--- src/rtl/lifo_reader.sv ---
`default_nettype none
// ============================================================================
//  Module   : lifo_reader
//  Purpose  : Read-side controller for the lifo stack. Pops a commanded number
//             of words through the LIFO read port and presents them on a
//             valid/ready stream, with last_o marking the final word.
//             The LIFO's registered read data is treated as one extra buffer
//             slot, so valid_o can assert directly from lifo_q_i. Together
//             with the 2-entry skid buffer, this sustains 1 word/cycle and
//             never loses a word under backpressure.
//  Ports    : clk_i, arst_n_i         clock, asynchronous active-low reset
//             start_i, len_i          command strobe and word count (IDLE only)
//             busy_o, done_o, err_o   status; done_o and err_o are 1-cycle pulses
//             lifo_rdreq_o, lifo_q_i, lifo_empty_i, lifo_usedw_i
//                                     LIFO read port (1-cycle read latency)
//             data_o, valid_o, ready_i, last_o
//                                     output stream
//  Options  : define LIFO_READER_TIMEOUT_EN to abort a transfer after
//             TIMEOUT_CYCLES consecutive empty-stall cycles.
//  Revision : 1.0  initial release
// ============================================================================
module lifo_reader #(
    parameter int DWIDTH         = 16,
    parameter int AWIDTH         = 8,
    parameter int TIMEOUT_CYCLES = 255
) (
    input  logic              clk_i,
    input  logic              arst_n_i,
    input  logic              start_i,
    input  logic [AWIDTH:0]   len_i,
    output logic              busy_o,
    output logic              done_o,
    output logic              err_o,
    output logic              lifo_rdreq_o,
    input  logic [DWIDTH-1:0] lifo_q_i,
    input  logic              lifo_empty_i,
    input  logic [AWIDTH:0]   lifo_usedw_i,
    output logic [DWIDTH-1:0] data_o,
    output logic              valid_o,
    input  logic              ready_i,
    output logic              last_o
);

    localparam logic [AWIDTH:0] c_ZERO = '0;
    localparam logic [AWIDTH:0] c_ONE  = {{AWIDTH{1'b0}}, 1'b1};

    typedef enum logic [1:0] {
        ST_IDLE  = 2'd0,
        ST_READ  = 2'd1,
        ST_DRAIN = 2'd2
    } state_t;

    state_t            r_state;
    state_t            w_state_nxt;

    logic [AWIDTH:0]   r_req_cnt;
    logic [AWIDTH:0]   r_out_cnt;
    logic              r_inflight;
    logic [DWIDTH-1:0] r_buf0;
    logic [DWIDTH-1:0] r_buf1;
    logic [1:0]        r_buf_count;
    logic              r_done;
    logic              r_err;

    logic              w_valid;
    logic [DWIDTH-1:0] w_head;
    logic              w_accept;
    logic              w_accept_last;
    logic [1:0]        w_occ;
    logic              w_rdreq;
    logic              w_start_ok;
    logic              w_start_zero;
    logic              w_start_rej;
    logic              w_done_set;
    logic              w_err_set;
    logic              w_timeout;
    logic              w_abort;

    // ------------------------------------------------------------------
    // Stream side. A word sitting in the LIFO output register (inflight)
    // is presented directly when the skid buffer is empty.
    // ------------------------------------------------------------------
    assign w_valid  = (r_buf_count != 2'd0) | r_inflight;
    assign w_head   = (r_buf_count != 2'd0) ? r_buf0 : lifo_q_i;
    assign w_accept = w_valid & ready_i;
    // After an abort out_cnt never reaches 1 while words remain, so last_o
    // stays low on the partial drain without any extra gating.
    assign w_accept_last = w_accept & (r_out_cnt == c_ONE) & (r_state != ST_IDLE);

    // Occupancy counts the inflight word, so at most two words are ever owed.
    assign w_occ   = r_buf_count + {1'b0, r_inflight};
    assign w_rdreq = (r_state == ST_READ) & (r_req_cnt != c_ZERO) &
                     !lifo_empty_i & (w_occ < 2'd2);

    assign w_start_zero = (r_state == ST_IDLE) & start_i & (len_i == c_ZERO);
    assign w_start_rej  = (r_state == ST_IDLE) & start_i & (len_i != c_ZERO) &
                          (len_i > lifo_usedw_i);
    assign w_start_ok   = (r_state == ST_IDLE) & start_i & (len_i != c_ZERO) &
                          (len_i <= lifo_usedw_i);

`ifdef LIFO_READER_TIMEOUT_EN
    localparam int c_TO_W = (TIMEOUT_CYCLES < 2) ? 1 : $clog2(TIMEOUT_CYCLES);
    localparam logic [c_TO_W-1:0] c_TO_LAST = c_TO_W'(TIMEOUT_CYCLES - 1);

    logic [c_TO_W-1:0] r_to_cnt;
    logic              r_abort;
    logic              w_stall;

    assign w_stall   = (r_state == ST_READ) & (r_req_cnt != c_ZERO) & lifo_empty_i;
    assign w_timeout = w_stall & (r_to_cnt == c_TO_LAST);
    assign w_abort   = r_abort;

    always_ff @(posedge clk_i or negedge arst_n_i) begin
        if (!arst_n_i) begin
            r_to_cnt <= '0;
            r_abort  <= 1'b0;
        end else begin
            if ((r_state != ST_READ) || w_rdreq || w_timeout) begin
                r_to_cnt <= '0;
            end else if (w_stall) begin
                r_to_cnt <= r_to_cnt + 1'b1;
            end
            if (w_timeout) begin
                r_abort <= 1'b1;
            end else if (w_state_nxt == ST_IDLE) begin
                r_abort <= 1'b0;
            end
        end
    end
`else
    // Timeout disabled: READ waits indefinitely on an empty LIFO. The
    // comparison is always false and only keeps the parameter referenced.
    assign w_timeout = (TIMEOUT_CYCLES < 0);
    assign w_abort   = 1'b0;
`endif

    // ------------------------------------------------------------------
    // FSM next state and status pulses
    // ------------------------------------------------------------------
    always_comb begin
        w_state_nxt = r_state;
        w_done_set  = 1'b0;
        w_err_set   = 1'b0;
        case (r_state)
            ST_IDLE: begin
                if (w_start_zero) begin
                    w_done_set = 1'b1;
                end else if (w_start_rej) begin
                    w_err_set = 1'b1;
                end else if (w_start_ok) begin
                    w_state_nxt = ST_READ;
                end
            end
            ST_READ: begin
                if (w_timeout) begin
                    w_err_set   = 1'b1;
                    w_state_nxt = ST_DRAIN;
                end else if (w_rdreq && (r_req_cnt == c_ONE)) begin
                    w_state_nxt = ST_DRAIN;
                end
            end
            ST_DRAIN: begin
                // Aborted transfer ends once every owed word has left.
                if (w_abort && !w_valid) begin
                    w_state_nxt = ST_IDLE;
                end
            end
            default: w_state_nxt = ST_IDLE;
        endcase
        if (w_accept_last) begin
            w_done_set  = 1'b1;
            w_state_nxt = ST_IDLE;
        end
    end

    always_ff @(posedge clk_i or negedge arst_n_i) begin
        if (!arst_n_i) begin
            r_state <= ST_IDLE;
            r_done  <= 1'b0;
            r_err   <= 1'b0;
        end else begin
            r_state <= w_state_nxt;
            r_done  <= w_done_set;
            r_err   <= w_err_set;
        end
    end

    // ------------------------------------------------------------------
    // Counters and skid buffer
    // ------------------------------------------------------------------
    always_ff @(posedge clk_i or negedge arst_n_i) begin
        if (!arst_n_i) begin
            r_req_cnt   <= '0;
            r_out_cnt   <= '0;
            r_inflight  <= 1'b0;
            r_buf0      <= '0;
            r_buf1      <= '0;
            r_buf_count <= 2'd0;
        end else begin
            if (w_start_ok) begin
                r_req_cnt <= len_i;
            end else if (w_timeout) begin
                r_req_cnt <= '0;
            end else if (w_rdreq) begin
                r_req_cnt <= r_req_cnt - 1'b1;
            end

            if (w_start_ok) begin
                r_out_cnt <= len_i;
            end else if (w_accept) begin
                r_out_cnt <= r_out_cnt - 1'b1;
            end

            r_inflight <= w_rdreq;

            if (w_accept && (r_buf_count != 2'd0)) begin
                // Head leaves the buffer; an arriving word joins at the tail.
                if (r_inflight) begin
                    if (r_buf_count == 2'd1) begin
                        r_buf0 <= lifo_q_i;
                    end else begin
                        r_buf0 <= r_buf1;
                        r_buf1 <= lifo_q_i;
                    end
                end else begin
                    r_buf0      <= r_buf1;
                    r_buf_count <= r_buf_count - 2'd1;
                end
            end else if (!w_accept && r_inflight) begin
                // Arriving word not taken this cycle: capture it.
                if (r_buf_count == 2'd0) begin
                    r_buf0 <= lifo_q_i;
                end else begin
                    r_buf1 <= lifo_q_i;
                end
                r_buf_count <= r_buf_count + 2'd1;
            end
            // Remaining case: the inflight word was consumed directly.
        end
    end

    assign busy_o       = (r_state != ST_IDLE);
    assign done_o       = r_done;
    assign err_o        = r_err;
    assign lifo_rdreq_o = w_rdreq;
    assign valid_o      = w_valid;
    assign data_o       = w_valid ? w_head : '0;
    assign last_o       = w_valid & (r_out_cnt == c_ONE);

endmodule
`default_nettype wire

--- config.mk ---
export PLATFORM = sky130hd
export DESIGN_NAME = lifo_reader
export DESIGN_NICKNAME = d
export VERILOG_FILES = /design/src/rtl/lifo_reader.sv
export SDC_FILE = /design/constraint.sdc
export NUM_CORES = 1
export LEC_CHECK = 0
export ABC_AREA = 1
export CAP_MARGIN = 30
export CORE_MARGIN = 2
export CORE_UTILIZATION = 40
export CTS_CLUSTER_SIZE = 20
export DETAILED_ROUTE_END_ITERATION = 8
export SYNTH_ARGS = -nofsm -noshare
export SYNTH_HDL_FRONTEND = slang
export SYNTH_SLANG_ARGS = --single-unit
--- constraint.sdc ---
create_clock -name clk_i -period 2.5 [get_ports clk_i]
set_input_delay 0.5 -clock clk_i [delete_from_list [all_inputs] [get_ports clk_i]]
set_output_delay 0.5 -clock clk_i [all_outputs]
set_load 0.01 [all_outputs]
==> After elaboration in Yosys (flattened, before gate mapping) <==
Index checks and enable logic that the tools add are counted.
Widths: inputs -> output; s select.
{ "word_totals": {"word_cells": 95, "in_bits": 39, "regBits": 57} }
{ "classes": {"muxes": 31, "n_lt_le_gt_ge": 3, "n_reduce_logical": 20, "eq_ne": 14, "bitwise": 13, "add_sub_neg": 5} }
{ "op_table": {"columns": ["op", "count"], "rows": [
  ["$mux 16", 12],
  ["$mux 9", 4],
  ["$eq 9x1->1 const B", 2],
  ["$reduce_bool 9->1", 2],
  ["$sub 9x1->9 const B", 2],
  ["$mux 2", 8],
  ["$and 1x1->1", 12],
  ["$reduce_bool 2->1", 6],
  ["$ne 2x2->1 const B", 5],
  ["$gt 9x9->1", 1],
  ["$le 9x9->1", 1],
  ["$logic_not 9->1", 1],
  ["$ne 3x3->1 const B", 3],
  ["$mux 1", 6],
  ["$pmux 2 s3", 1],
  ["$reduce_and 5->1", 1],
  ["$eq 2x1->1 const B", 2],
  ["$logic_not 2->1", 2],
  ["$reduce_and 2->1", 2],
  ["$reduce_and 4->1", 1],
  ["$logic_and 1x1->1", 3],
  ["$ne 3x2->1 const B", 1],
  ["$add 2x1->2", 1],
  ["$add 2x1->2 const B", 1],
  ["other kinds (5)", 6]
]} }

==> Logic depth before layout (Yosys ltp) <==
Gate-level depths: netlist of run 1.
{ "logic_depth": {"depth_word": 9, "ltp_mapped": 13} }

==> Worst setup path after synthesis of run 1 <==
Ideal clock, no wire load.
{ "synth_timing": {"path_kind": "register to output", "startpoint": "register r_buf_count[0]", "endpoint": "output data_o[10]", "path_buffers": 1, "arrival_time_ns": 1.439, "slack_ns": 0.561, "stages_incl_launch_ff": 7, "required_ns": 2.000, "path_cell_list": "dfrtp_1 -> inv_1 -> ha_1 -> inv_1 -> clkbuf_1 -> a21oi_1 -> a21oi_1"} }
{ "synth_via": {"elab_chain_len": 3, "word_cells_on_any_way": 4, "classes_between": "2 x mux; 1 x bitwise; 1 x reduce/logical"} }
{ "synth_rtl": {"columns": ["item", "line", "source"], "rows": [
  ["start: declaration", "61", "logic [1:0] r_buf_count;"],
  ["start signal: assignment", "227", "r_buf_count <= r_buf_count - 2'd1;"],
  ["start signal: assignment", "236", "r_buf_count <= r_buf_count + 2'd1;"],
  ["$reduce_bool 2->1 *", "83, 84", null],
  ["$mux 16 / $or 1x1->1 (equally long branches)", "84, 83", null],
  ["$mux 16 *", "247", "assign data_o = w_valid ? w_head : '0;"],
  ["end: declaration", "38", "output logic [DWIDTH-1:0] data_o,"]
]} }
Every way passes the cells marked *; elsewhere a longest branch is shown, timed or not.

==> Worst setup path in the final report of run 1 <==
{ "layout_timing": {"startpoint": "register r_buf_count[1]", "endpoint": "output data_o[6]"} }
The elaborated chain is that of the path after synthesis.

==> results by group, run 1 <==
Critical path
  – R2R cell count: 9
  – Setup Crit Path Kind: reg -> out
  – WP data arrival: roughly 1.9 ns
  – Required @ worst endpoint: 2.00 ns
  – Startpoint Class: flop
  – Worst-path fanout max: 13
  – Worst setup EP type: primary output

Global route
  – Overall Global Routing Usage: 17.81%
  – Remaining Overflow, GRT: 0
  – Via count of the first global-routing pass: 2983
  – First-pass GRT wire length: 13820 um
  – Initial antenna violation count: 0
  – Pin count of the biggest net entering global routing: 58

Routing
  – DRC Markers: 0
  – DRT Wirelength: 8174 um
  – DRT Pass-1 Iters: 4
  – Avg Vias per Cell: slightly below 5
  – Drt initial violations: between 90 and 100
  – Routed vias: 3102
  – Post-route ant nets: 0
  – WL per Instance: 12.91 um

Finish
  – Nets: 578
  – FILL cells: about 830
  – Util after Layout: 53.60%
  – Area Growth Syn to Fin: 28.94%
  – Most frequent cells in the layout: nand2_1, inv_1, dfrtp_1
  – Most common cell after layout, fill and taps aside: nand2_1
  – Ant. Diodes: 0
  – Fraction of layout cells with a size suffix above 1: 9.280%

CTS
  – TritonCTS clock tree: done
  – Clk root buf: clkbuf_8
  – H-tree depth: 3
  – Num CTS Buffers: 9
  – Clock latency on the worst-skew pair: between 0.3 and 0.4 ns
  – Clock sinks: 57
  – Clock Path Buffers: 2
  – Clk slew on worst S/H paths: around 0.070 ns

Floorplanning
  – Std-Cell Rows: 33
  – Core ar.: 0.008299 mm^2
  – I/O pins: 61
  – Die height: 96.87 um
  – DIE AREA: 0.009383 mm^2
  – Initial core utilization: 41.56%
  – Die Width: around 97 um

Yosys
  – Mapped Area: 0.003450 mm^2
  – Flops & latches, synth: 57
  – Top cells by area, synth: dfrtp_1, nand2_1, inv_1, nand3_1, a21oi_1
  – Sequential element share of the synthesized area: 41.35%
  – Avg Inst Size Synth: 7.565 um^2
  – Area share of the largest cell type after synthesis: between 40% and 50%
  – Syn_nets: 511
  – Area leader, netlist: dfrtp_1
  – Post-synth cell types: 30
  – Synthesis Warnings: 0
  – Cell count after synthesis: 456

Placement
  – Pre-CTS setup slack: 0.07215 ns
  – Final Wtd Congestion: between 0.8 and 0.9
  – Port bufs: 60
  – Hpwl dp: 5685 um

Power and ir drop
  – Cell Pwr Density: ~1200 mW/mm^2
  – Worst vdd ir: 0.5214 mV
  – Design Power: approximately 5100 uW
  – Leakage: 0.002268 uW

STA
  – Slew headroom: between 70% and 80%
  – Hold Fails Final Rpt: 0
  – Final setup viols: 0
  – F_max: 416.3 MHz
  – Worst Tran Pin Value: between 0.3 and 0.4 ns
  – Final min period: 2.402 ns
  – Unrepaired setup endpoints after global routing: false
  – Hold_ws: 0.1398 ns
  – Fin crit share: 96.09%
  – Max-slew violations: 0
  – Final setup margin: 0.09782 ns
  – Clk_skew: 0.01271 ns
  – Setup_tns: 0 ns

Hold path
  – HP Class: in -> async

Run
  – Max Cap Viol: 0

Status
  – Status: finished clean
==> what timing repair did <==
| action | in CTS | in global routing |
|---|---|---|
| hold buffers | 0 | 0 |
| setup buffers | 0 | 1 |
| gates resized for setup | 11 | 10 |
| endpoints found under the setup margin | 16 | 9 |
| cloned | 0 | 1 |
| pin swaps | 0 | 0 |
==> flip-flops by register name, indices dropped and copies added (netlist names) <==
register     count
r_buf1          16
r_req_cnt        9
err_o            1
done_o           1
r_out_cnt        9
r_inflight       1
r_buf0          16
r_state          2
r_buf_count      2
==> worst max-delay path, cell delays in order (launching register included) <==
cell	delay (ns)
dfrtp_1	0.39
inv_2	0.10
ha_4	0.19
clkinvlp_4	0.13
buf_4	0.16
clkbuf_16	0.17
a21oi_1	0.15
dlygate4sd2_1	0.29
==> logic make-up after synthesis <==
group                      share of synthesized area [%]
and+or+nand+nor                                    24.12
AOI/OAI and AO/OA                                  15.16
buffers and inverters                              10.52
DFF                                                41.35
adders and majority gates                          5.803
xor gates and xnor gates                           3.047
==> layer usage <==
metal,global-route usage [%],up-vias,share of wire (%)
met5,0,-,0
met2,29.43,57,49
met4,4.875,0,0.40
met1,23.38,1433,46
li1,-,1610,-
met3,4.335,2,4.3
==> worst paths after layout <==
check / slack, ns / from / endpoint
min: 0.14 / arst_n_i / r_buf0[4]
max: 0.1 / r_buf_count[1] / data_o[6]
max reg2reg: 0.81 / r_req_cnt[0] / r_req_cnt[1]
min in group clk_i: 0.49 / r_buf1[15] / r_buf1[15]
min reg2reg: 0.49 / r_buf1[15] / r_buf1[15]
max in group asynchronous: 2.07 / arst_n_i / r_inflight
==> stage by stage <==
stage,instances,instance area (um^2)
2_1_floorplan,456,3450
3_3_place_gp,615,4229
3_5_place_dp,615,4229
4_1_cts,631,4393
5_1_grt,633,4448
6_report,633,4448
==> cells in the mapped netlist, drive strengths merged <==
cell,n
nand2,105
clkbuf,4
inv,70
nand3b,1
buf,14
nand3,44
a21oi,40
o21ai,36
or2,4
xor2,7
dfrtp,57
xnor2,5
a21boi,1
nand4,2
nor3,4
ha,16
nor2,30
o211ai,16
==> area by class of cell <==
type	instances	area (um^2)	share of cell area, %
Inverter	70	266.5	5.992
Clock buffer	10	127.6	2.869
Sequential cell	57	1428	32.10
Timing Repair Buffer	74	787.0	17.69
Multi-Input combinational cell	311	1673	37.61
Clock inverter	6	35.03	0.7876
Tap cell	105	131.4	2.954
==> power breakdown <==
part	internal, uW	switching, uW
sequential	1350	268
clock	352	373
combinational	1260	1530
total	2960	2170
Power figures use the tool's default switching activity.
==> run 2, diff against run 1 <==
--- a/config.mk
+++ b/config.mk
@@ -6,7 +6,6 @@
 export NUM_CORES = 1
 export LEC_CHECK = 0
 export ABC_AREA = 1
-export CAP_MARGIN = 30
 export CORE_MARGIN = 2
 export CORE_UTILIZATION = 40
 export CTS_CLUSTER_SIZE = 20
==> results of run 2 <==
Final layout, timing and power as in run 1 (identical DEF).
